$ cat src/rtl/mips_pipe_pkg.sv
// Shared definitions for the MIPS pipeline boundary registers: payload layouts,
// per-boundary widths and the stage occupancy state encoding.
package mips_pipe_pkg;

   typedef enum logic [1:0] {
      EMPTY = 2'd0,
      ONE   = 2'd1,
      FULL  = 2'd2
   } stage_state_e;

   typedef struct packed {
      logic        ex;
      logic [4:0]  excode;
      logic [31:0] badvaddr;
      logic        we;
      logic        bd;
      logic [4:0]  addr;
      logic        eret;
   } cp0_info_t;

   typedef struct packed {
      logic [31:0] pc;
      logic [31:0] instr;
   } if_id_t;

   typedef struct packed {
      logic [31:0] pc;
      logic [31:0] rdata1;
      logic [31:0] rdata2;
      logic [4:0]  rd;
      logic [1:0]  rf_wsel;
      cp0_info_t   cp0;
   } id_ex_t;

   typedef struct packed {
      logic [31:0] pc;
      logic [31:0] alu_out;
      logic [31:0] rdata2;
      logic [4:0]  rd;
      logic [1:0]  rf_wsel;
      logic [63:0] hilo;
      cp0_info_t   cp0;
   } ex_mem_t;

   typedef struct packed {
      logic [31:0] pc;
      logic [31:0] alu_out;
      logic [4:0]  rd;
      logic [1:0]  rf_wsel;
      logic [63:0] hilo;
   } mem_wb_t;

   localparam int IF_ID_W  = $bits(if_id_t);
   localparam int ID_EX_W  = $bits(id_ex_t);
   localparam int EX_MEM_W = $bits(ex_mem_t);
   localparam int MEM_WB_W = $bits(mem_wb_t);

   function automatic logic [1:0] state_occupancy(input stage_state_e s);
      case (s)
         ONE:     return 2'd1;
         FULL:    return 2'd2;
         default: return 2'd0;
      endcase
   endfunction

endpackage

$ cat src/rtl/pipe_stage_reg.sv
// Generic valid/ready pipeline boundary register with optional one-entry skid
// buffer and synchronous flush; payload is carried opaquely.
module pipe_stage_reg
   import mips_pipe_pkg::*;
#(
   parameter int DATA_W         = 64,
   parameter bit SKID           = 1'b1,
   parameter bit CLEAR_ON_FLUSH = 1'b1
) (
   input  logic              clk,
   input  logic              resetn,
   input  logic              flush,
   input  logic              in_valid,
   output logic              in_ready,
   input  logic [DATA_W-1:0] in_data,
   output logic              out_valid,
   input  logic              out_ready,
   output logic [DATA_W-1:0] out_data,
   output logic [1:0]        occupancy
);

   stage_state_e      state;
   logic              main_valid;
   logic              skid_valid;
   logic [DATA_W-1:0] main_data;
   logic [DATA_W-1:0] skid_data;
   logic              in_fire;
   logic              out_fire;

   // With the skid entry, ready depends only on a flop, breaking the ready chain.
   assign in_ready  = SKID ? !skid_valid : (!main_valid || out_ready);
   assign in_fire   = in_valid && in_ready;
   assign out_fire  = main_valid && out_ready;
   assign out_valid = main_valid;
   assign out_data  = main_data;
   assign occupancy = state_occupancy(state);

   always_ff @(posedge clk) begin
      if (!resetn) begin
         state      <= EMPTY;
         main_valid <= 1'b0;
         skid_valid <= 1'b0;
         main_data  <= '0;
         skid_data  <= '0;
      end else if (flush) begin
         state      <= EMPTY;
         main_valid <= 1'b0;
         skid_valid <= 1'b0;
         if (CLEAR_ON_FLUSH) begin
            main_data <= '0;
            skid_data <= '0;
         end
      end else begin
         case (state)
            EMPTY: begin
               if (in_fire) begin
                  main_data  <= in_data;
                  main_valid <= 1'b1;
                  state      <= ONE;
               end
            end
            ONE: begin
               if (in_fire && out_fire) begin
                  main_data <= in_data;
               end else if (in_fire) begin
                  // Without a skid entry ready implies out_ready, so this only fills the skid.
                  if (SKID) begin
                     skid_data  <= in_data;
                     skid_valid <= 1'b1;
                     state      <= FULL;
                  end else begin
                     main_data <= in_data;
                  end
               end else if (out_fire) begin
                  main_valid <= 1'b0;
                  state      <= EMPTY;
               end
            end
            FULL: begin
               if (out_fire) begin
                  main_data  <= skid_data;
                  skid_valid <= 1'b0;
                  state      <= ONE;
               end
            end
            default: begin
               state      <= EMPTY;
               main_valid <= 1'b0;
               skid_valid <= 1'b0;
            end
         endcase
      end
   end

endmodule

$ cat config.mk
export PLATFORM = sky130hd
export DESIGN_NAME = pipe_stage_reg
export DESIGN_NICKNAME = d
export VERILOG_FILES = /design/src/rtl/mips_pipe_pkg.sv /design/src/rtl/pipe_stage_reg.sv
export SDC_FILE = /design/constraint.sdc
export NUM_CORES = 1
export LEC_CHECK = 0
export BUFFER_PORTS_ARGS = -buffer_cell sky130_fd_sc_hd__buf_2
export CORE_MARGIN = 4
export CORE_UTILIZATION = 59
export CTS_CLUSTER_DIAMETER = 200
export CTS_CLUSTER_SIZE = 14
export DETAILED_ROUTE_END_ITERATION = 8
export GPL_TIMING_DRIVEN = 0
export PLACE_DENSITY_LB_ADDON = 0.2
export SLEW_MARGIN = 0
export SYNTH_ARGS = -nofsm -noshare
export SYNTH_HDL_FRONTEND = slang
export SYNTH_SLANG_ARGS = --single-unit
$ cat constraint.sdc
create_clock -name clk -period 2.4 [get_ports clk]
set_input_delay 0.48 -clock clk [delete_from_list [all_inputs] [get_ports clk]]
set_output_delay 0.48 -clock clk [all_outputs]
set_load 0.02 [all_outputs]
==> results.txt <==
Area contributors post-synth: dfxtp_1 42%, mux2i_1 20%, a211oi_2 12%
worst hold path class: in -> reg
Sw Share: 27.5%
Simple-Gate Fraction of Synth Area: 8.94%
worst vdd ir: 606 uV
clk_lat worst skew: 530 ps
worst-case clock buffer depth: 2
mapped cell area: 0.00630 sq mm
fmax: 439 MHz
Synth Warn #: 0
crit-path max cell delay: 470 ps
Seq pwr share: 40.9%
Nets: 832
PwrDens: 726 mW/mm^2
crit path cell chain: nand2b_1, buf_4, buf_8, buf_6, inv_1, buf_2
final setup fails: 0
initial antenna violation count: 1
Vias: 5263
register area: 0.00264 sq mm
Design Area, Final: 0.00775 sq mm
sequential fraction of the synthesis area: 42.0%
Lkg Pwr: 3.45 nW
Initial Util: 60.7%
CORE AREA: 0.0104 sq mm
Port-buffer cells: 136
Placer Congestion: 0.812
FILL cells: 759
CTS H-tree lvls: 4
setup ws final: 124 ps
Vias/cell: 5.76
# hold bufs at CTS: 0
switching power: 1.54 mW
setup slack, reg-to-reg: 620 ps
synthesized instance count: 608
CTS tree: done
Multi-input gate area: 0.00319 sq mm
total CTS buffers: 17
Seq cells post-synth: 132
dpl ws: 329 ps
# IOs: 137
reg2reg start: state[1]$_SDFFE_PP0P_
WP data arrival: 1800 ps
Setup Crit Path Kind: reg -> out
PostCTS Resize Cnt: 0
drt first pass iters: 5
setup_tns: 0 ps
clock power share: 46.5%
Fin. Hold Viols: 0
fin crit share: 94.8%
first-pass GRT wire length: 26500 um
HP Start: in_data[35]
post-CTS setup buffers: 0
die height: 111 um
Pins Over Slew Limit: 0
post-route ant nets: 0
Synthesized Nets: 677
DRC Markers: 0
post-synthesis compound-gate area fraction: 21.3%
die area: 0.0124 sq mm
Yosys top cell by area: dfxtp_1
Placed Area: 0.00715 sq mm
combinational share of power: 12.6%
vias in the first global route: 5281
final WL: 16100 um
status: finished clean
average cell area after synthesis: 10.4 sq um
total power after layout: 5.62 mW
r2r worst-path depth: 5
Worst setup EP type: primary output
WP data required: 1920 ps
Detailed Place HPWL: 11300 um
DRT iter0 DRCs: 286
Final Skew: 14.7 ps
worst r2r dst: out_data[6]$_SDFFE_PP0P_
area grow syn2layout: 23.0%
Synth Area in Adders: 0%
CTS Root Cell: clkbuf_8
mux cell area share after synthesis: 20.3%
P_int: 4.08 mW
clock sinks: 132
type of origin of the critical path: flip-flop
Yosys cell types: 28
CP max FO: 10
FP Rows: 37
Hold Crit Endpoint: skid_data[35]$_SDFFE_PP0P_
largest family of logic cells by synthesized area: compound AO/OA/AOI/OAI gates
GRT Residual Overflow: 0
Die X-Extent: 111 um
WHS Path Cells: 3
GRT Util Overall: 25.9%
top-area cell type share of the netlist area: 42.0%
largest net degree at the start of global routing: 17
most common cell after layout, fill and taps aside: buf_2
RSZ-0062 raised after global routing: no
Final Hold Slack: 201 ps
max_cap viols: 0
commonest non-fill, non-tap cells in the layout: 153 x buf_2, 132 x dfxtp_1, 129 x nand2_1, 128 x mux2i_1, 68 x a211oi_1
share of cells above drive strength 1: 35.4%
Max-slew headroom: 50.4%
wire per inst: 17.7 um
slowest stage cell, crit path: dfxtp_1
min Tclk post-route: 2280 ps
Slew @ Worst Pin: 744 ps
Synth Area in XOR/XNOR: 0%
CTS clk-pin slew, worst paths: 70 ps
==> logic make-up after synthesis <==
kind of cell,count (synthesis)
muxes,128
and+or+nand+nor,140
AOI/OAI and AO/OA,140
DFF,132
buffers and inverters,68
==> metrics by stage <==
step	utilization, %	std cells
2_1_floorplan	-	608
4_1_cts	74.7	912
3_5_place_dp	68.9	880
6_report	74.7	913
5_1_grt	74.7	913
3_3_place_gp	68.9	880
==> layer usage <==
metal / share of wire, % / up-vias / global-route usage, % / wire length (um)
li1: - / 2525 / - / -
met1: 44 / 2525 / 34.7 / 7180
met2: 48 / 180 / 41.4 / 7740
met3: 5.3 / 33 / 5.29 / 849
met4: 2.2 / 0 / 9.41 / 358
met5: 0 / - / 0 / 0
==> final cells by class <==
cell class	count	area share (%)
Multi-Input combinational cell	408	41.1
Sequential cell	132	34.1
Timing Repair Buffer	136	8.79
Buffer	64	5.85
Clock buffer	18	5.52
Tap cell	136	2.20
Clock inverter	14	2.18
Inverter	4	0.194
Antenna cell	1	0.0323
==> state kept, by name, summed over array words and instances (netlist names) <==
name        count
out_data       64
out_valid       1
skid_data      64
skid_valid      1
state           2
==> synth_stat cells, drive strengths merged <==
cell type / number
clkbuf: 19
nand4: 1
nor3b: 1
o211ai: 1
o21bai: 1
a21o: 1
dfxtp: 132
a21bo: 1
nand2b: 2
a2111oi: 1
and3: 1
a21oi: 4
a211oi: 128
buf: 45
inv: 4
o21a: 2
nor2: 1
nand2: 129
mux2i: 128
and4b: 1
nor2b: 4
o21ai: 1
==> worst max-delay path by stage <==
| stage | from | to | slack, ps |
|---|---|---|---|
| after floorplan | flush | out_data[0]$_SDFFE_PP0P_ | 840 |
| after global placement | flush | out_data[11]$_SDFFE_PP0P_ | 350 |
| after detailed placement | flush | out_data[10]$_SDFFE_PP0P_ | 330 |
| after CTS | state[0]$_SDFFE_PP0P_ | occupancy[1] | 120 |
| after global routing | state[0]$_SDFFE_PP0P_ | occupancy[1] | 40 |
| final | state[0]$_SDFFE_PP0P_ | occupancy[1] | 120 |
==> power by group through the flow <==
| stage | Clock, mW | Sequential [mW] | Combinational (mW) |
|---|---|---|---|
| floorplan | 0 | 2.41 | 0.417 |
| global placement | 0 | 2.34 | 0.682 |
| detailed placement | 0 | 2.35 | 0.705 |
| CTS | 2.62 | 2.30 | 0.710 |
| global route | 2.72 | 2.31 | 0.767 |
| finish | 2.61 | 2.30 | 0.710 |
==> critical path: cells and delay by family, from the launching register on <==
family	cells	cell delay, ps
buffers and inverters	5	660
and+or+nand+nor	1	150
DFF	1	470
(Power assumes the default switching activity.)
